$ cat config.mk
export PLATFORM = sky130hd
export DESIGN_NAME = regfile_scoreboard
export DESIGN_NICKNAME = d
export VERILOG_FILES = /design/src/rtl/regfile_scoreboard_pkg.sv /design/src/rtl/regfile_scoreboard_row.sv /design/src/rtl/regfile_scoreboard.sv
export SDC_FILE = /design/constraint.sdc
export NUM_CORES = 2
export LEC_CHECK = 0
export BUFFER_PORTS_ARGS = -buffer_cell sky130_fd_sc_hd__buf_2
export CAP_MARGIN = 10
export CORE_MARGIN = 1
export CORE_UTILIZATION = 40
export DETAILED_ROUTE_END_ITERATION = 16
export PLACE_DENSITY = 0.65
export SYNTH_ARGS = -nofsm -noshare
export SYNTH_HDL_FRONTEND = slang
export SYNTH_SLANG_ARGS = --single-unit
$ cat constraint.sdc
create_clock -name clock -period 5.4 [get_ports clock]
set_input_delay 1.62 -clock clock [delete_from_list [all_inputs] [get_ports clock]]
set_output_delay 1.62 -clock clock [all_outputs]
set_load 0.02 [all_outputs]
$ cat src/rtl/regfile_scoreboard_pkg.sv
// Shared sizing constants and the write-strobe decode for the register file
// with busy scoreboard.
package regfile_scoreboard_pkg;

  localparam int                REG_COUNT     = 32;
  localparam int                REG_IDX_W     = 5;
  localparam logic [REG_IDX_W-1:0] REG_ZERO   = 5'd0;
  localparam int                DEFAULT_WIDTH = 32;

  // One-hot row select; r0 is hardwired so its strobe can never fire.
  function automatic logic [REG_COUNT-1:0] row_select(
    input logic [REG_IDX_W-1:0] idx,
    input logic                 en
  );
    row_select = '0;
    if (en && (idx != REG_ZERO)) row_select[idx] = 1'b1;
  endfunction

endpackage

$ cat src/rtl/regfile_scoreboard_row.sv
// One architectural register row: loads on its write strobe, clears
// asynchronously on reset.
module regfile_row
  import regfile_scoreboard_pkg::*;
#(
  parameter int WIDTH = DEFAULT_WIDTH
) (
  input  logic             clock,
  input  logic             ctrl_reset_n,
  input  logic             wr_en_i,
  input  logic [WIDTH-1:0] wr_data_i,
  output logic [WIDTH-1:0] data_o
);

  logic [WIDTH-1:0] data_q;
  logic [WIDTH-1:0] data_d;

  assign data_d = wr_en_i ? wr_data_i : data_q;

  // NOTE: register-file rows are reset too, because reads during and right
  // after reset must return 0 rather than power-up garbage.
  always_ff @(posedge clock or negedge ctrl_reset_n) begin
    // NOTE: non-blocking assignment so every flop samples pre-edge values.
    if (!ctrl_reset_n) data_q <= '0;
    else               data_q <= data_d;
  end

  assign data_o = data_q;

endmodule

$ cat src/rtl/regfile_scoreboard.sv
// 32-entry register file (1W/2R) with writeback bypass and a busy scoreboard
// that flags RAW hazards to decode.
module regfile_scoreboard
  import regfile_scoreboard_pkg::*;
#(
  parameter int WIDTH  = DEFAULT_WIDTH,
  parameter bit BYPASS = 1'b1
) (
  input  logic                 clock,
  input  logic                 ctrl_reset_n,
  input  logic                 ctrl_writeEnable,
  input  logic [REG_IDX_W-1:0] ctrl_writeReg,
  input  logic [WIDTH-1:0]     data_writeReg,
  input  logic [REG_IDX_W-1:0] ctrl_readRegA,
  input  logic [REG_IDX_W-1:0] ctrl_readRegB,
  output logic [WIDTH-1:0]     data_readRegA,
  output logic [WIDTH-1:0]     data_readRegB,
  input  logic                 issue_valid,
  input  logic [REG_IDX_W-1:0] issue_rd,
  output logic                 busyA,
  output logic                 busyB,
  output logic [REG_COUNT-1:0] busy_vec
);

  logic [REG_COUNT-1:0] wr_strobe;
  logic [REG_COUNT-1:0] set_vec;
  logic [WIDTH-1:0]     row_q [REG_COUNT];
  logic [REG_COUNT-1:0] busy_q;
  logic [REG_COUNT-1:0] busy_d;
  logic                 fwd_a;
  logic                 fwd_b;

  assign wr_strobe = row_select(ctrl_writeReg, ctrl_writeEnable);
  assign set_vec   = row_select(issue_rd, issue_valid);

  assign row_q[0] = '0;

  for (genvar g = 1; g < REG_COUNT; g++) begin : g_row
    regfile_row #(.WIDTH(WIDTH)) u_row (
      .clock       (clock),
      .ctrl_reset_n(ctrl_reset_n),
      .wr_en_i     (wr_strobe[g]),
      .wr_data_i   (data_writeReg),
      .data_o      (row_q[g])
    );
  end

  // Issue beats writeback on the same row: the newer instruction owns it.
  always_comb begin
    // NOTE: default first so no path through this block infers a latch.
    busy_d = busy_q;
    for (int i = 1; i < REG_COUNT; i++) begin
      if (set_vec[i])        busy_d[i] = 1'b1;
      else if (wr_strobe[i]) busy_d[i] = 1'b0;
    end
    busy_d[0] = 1'b0;
  end

  always_ff @(posedge clock or negedge ctrl_reset_n) begin
    if (!ctrl_reset_n) busy_q <= '0;
    else               busy_q <= busy_d;
  end

  assign busy_vec = busy_q;

  // wr_strobe already excludes r0, so r0 is never forwarded.
  assign fwd_a = BYPASS && wr_strobe[ctrl_readRegA];
  assign fwd_b = BYPASS && wr_strobe[ctrl_readRegB];

  // Outputs are held at 0 for the whole reset, even if a writeback is presented.
  always_comb begin
    data_readRegA = '0;
    data_readRegB = '0;
    if (ctrl_reset_n) begin
      data_readRegA = fwd_a ? data_writeReg : row_q[ctrl_readRegA];
      data_readRegB = fwd_b ? data_writeReg : row_q[ctrl_readRegB];
    end
  end

  assign busyA = busy_q[ctrl_readRegA] & ~fwd_a & (ctrl_readRegA != REG_ZERO);
  assign busyB = busy_q[ctrl_readRegB] & ~fwd_b & (ctrl_readRegB != REG_ZERO);

endmodule

==> results.json <==
{
  "start_util_pct": 40.4,
  "avgViaCountPerCell": 6.59,
  "critical_path.max_fanout": 10,
  "synth_area_leaders": "dfrtp_1, mux2_2, mux4_2, clkbuf_1, mux2i_1",
  "syn-instance-count": 3939,
  "p_total_mw": 23.9,
  "violations": "negative setup slack",
  "yosys.area_share.simple_pct": 3.05,
  "worstPathRequired_ns": 3.78,
  "synth_warnings": 0,
  "cts_buffers": 109,
  "max_slew.worst_pin.slew_ns": 1.20,
  "timing.final.crit_share_pct": 101,
  "synthTopCellsByCount": "mux2_2, dfrtp_1, mux4_2",
  "max_cap_violations": 0,
  "grt.overflow.total": 0,
  "synth_area_um2": 55500,
  "yosysSeqAreaShare_pct": 46.1,
  "antenna_left": 0,
  "fin_nets": 4420,
  "grtUsageTotal_pct": 29.2,
  "synth_edf_count": 0,
  "cts-htree-levels": 3,
  "syn_nets": 3995,
  "core_um2": 137000,
  "yosysTopAreaCellShare_pct": 46.1,
  "dp_hpwl_mm": 133,
  "hold_slack_ns": 0.523,
  "grt_first_pass_wirelength_mm": 297,
  "endpoint_kind": "output pin",
  "status": "finished with violations",
  "startpoint_type": "input port",
  "final_area_um2": 68100,
  "vias": 41100,
  "ff2ff_path_depth": 1,
  "drt_iter0_markers": 4197,
  "boundaryPins": 154,
  "p_leak_nw": 29.7,
  "r2r_setup_slack_ns": 4.57,
  "drive_gt1_share_pct": 58.5,
  "reg2reg_to": "g_row[2].u_row.data_o[21]",
  "drt-total-wl_mm": 209,
  "layout-area-overhead-vs-synth_pct": 22.8,
  "clk_path_buf_depth": 3,
  "skew_ns": 0,
  "async_flop_share_pct": 100,
  "rsz0062_at_grt": "true",
  "gp_congestion": 0.907,
  "antenna_found_initial": 5,
  "fin_crit_ns": 5.46,
  "grt_pass1_vias": 41100,
  "synth_fa_ha_area_share_pct": 0,
  "synth-main-ff-cell": "dfrtp_1",
  "finalHoldViolations": 0,
  "r2r-start": "g_row[2].u_row.data_o[21]",
  "min_from": "g_row[11].u_row.data_o[23]",
  "yosysMostFrequentCell": "mux2_2",
  "grt_max_degree": 70,
  "tritoncts": "yes",
  "dieArea_um2": 140000,
  "drc": 0,
  "min_path_type": "flop to flop",
  "numPortBuffers": 152,
  "hold_end": "g_row[11].u_row.data_o[23]",
  "holdPathStages": 1,
  "wl_per_cell_um": 33.4,
  "synth_top_family_by_area": "multiplexers",
  "cp.arrival_ns": 3.84,
  "placed_cell_area_um2": 62000,
  "die_h_um": 374,
  "yosys.area.top_type": "dfrtp_1",
  "ys_types": 56,
  "pwr_density_cell_nw_per_um2": 350,
  "synth_seq_cells": 1023,
  "cts-root-buf": "clkbuf_16",
  "placementRows": 136,
  "fin_ws_ns": -0.0645,
  "clock-sinks": 1023,
  "setup_viol": 24,
  "syn_avg_cell_area_um2": 14.1,
  "worst_ir_drop_vdd_v": 0.000273,
  "dr.pass1.iters": 5,
  "drv_slew": 0,
  "clk_pin_slew_ns": 0.06,
  "timing.fmax_ghz": 0.183,
  "synth_xor_area_share_pct": 0.0947,
  "critPathKind": "input port to output pin",
  "fin_tns_setup_ns": -0.469,
  "die_x_um": 374,
  "synth_compound_area_share_pct": 6.73,
  "maxSlewHeadroom_pct": 20.1,
  "synth_mux_area_share_pct": 40.6,
  "clock_latency_ns": 0.73
}
## layout make-up
class,instances,area [um2]
repair buffers,741,7380
flip-flops and latches,1023,25600
well taps,1794,2240
diodes,6,15.0
clock inverters,40,554
fillers,11700,69400
clock buffers,149,3130
multi-input cells,2470,29100
inverters,19,75.1
## worst max-delay path by stage
stage,start,endpoint,slack [ns],cells after the start
3_3_place_gp,ctrl_readRegA[1],data_readRegA[16],-0.60,10
4_1_cts,ctrl_readRegA[0],data_readRegA[16],-0.09,11
6_report,ctrl_writeReg[0],data_readRegA[22],-0.06,12
3_5_place_dp,ctrl_readRegA[1],data_readRegA[16],-0.57,10
5_1_grt,ctrl_writeReg[0],data_readRegA[26],-0.11,11
2_1_floorplan,ctrl_readRegB[0],data_readRegB[30],0.02,10
## per-stage QoR
stage / setup WS, ns / instances / utilization, %
floorplan: 0.0247 / 3939 / -
global placement: -0.598 / 5956 / 45.1
detailed placement: -0.565 / 5956 / 45.1
CTS: -0.0886 / 6194 / 48.7
global route: -0.106 / 6237 / 49.5
finish: -0.0645 / 6242 / 49.6
## cells by family after synthesis
kind of cell,after synthesis
AOI/OAI and AO/OA,518
xor gates and xnor gates,6
buffers and inverters,446
DFF,1023
muxes,1590
other,1
and+or+nand+nor,355
## timing repair
action                     4_1_cts  5_1_grt
pin swaps                       27       49
cloned                           7        8
hold buffers                     0        0
setup buffers                   45       36
resized for setup              139      156
setup endpoints to repair       65       63
## critical path, cell delays in order
cell and delay [ns]:
buf_6 0.11, nand3b_4 0.17, or4_4 0.49, nor4b_2 0.27, buf_4 0.17, o32ai_4 0.10
buf_12 0.17, buf_12 0.15, and3_1 0.19, a21oi_2 0.14, buf_4 0.12, buf_4 0.12
## state kept, by name, indices dropped and copies added (netlist names)
signal / flops
g_row.u_row.data_o: 992
busy_vec: 31
## routing by layer
layer  vias up  wire length, um  global-route usage [%]
li1      16200                -                       -
met1     22000            80300                    38.7
met2      2391            95600                    45.3
met3       598            21300                    6.81
met4         0            11600                    13.7
met5         -                0                       0
## power breakdown
part           switching, mW  internal [mW]
logic                   2.41           3.26
registers               1.14           9.18
clock network           3.30           4.56
total                   6.85           17.0
## layout by cell type (no fill, tap or decap), types with 14 or more instances in the layout
cell type / instances
a221oi_1: 36
nor3_1: 25
buf_6: 44
inv_1: 17
buf_12: 101
o211a_1: 18
buf_4: 437
a21oi_1: 58
a22oi_1: 27
dfrtp_1: 1023
clkbuf_8: 23
clkbuf_1: 16
nor2_1: 64
buf_2: 115
o221ai_1: 22
a31oi_1: 14
mux2i_1: 78
nand3_1: 25
o21ai_0: 82
mux2_2: 1094
o21ai_1: 16
a221o_1: 14
buf_16: 18
mux4_2: 418
clkinv_2: 18
o22ai_1: 52
nand2_1: 99
clkbuf_16: 118
nor2_4: 15
a22o_1: 60
a221oi_2: 24
No activity file was read; power rests on OpenSTA's default activity.
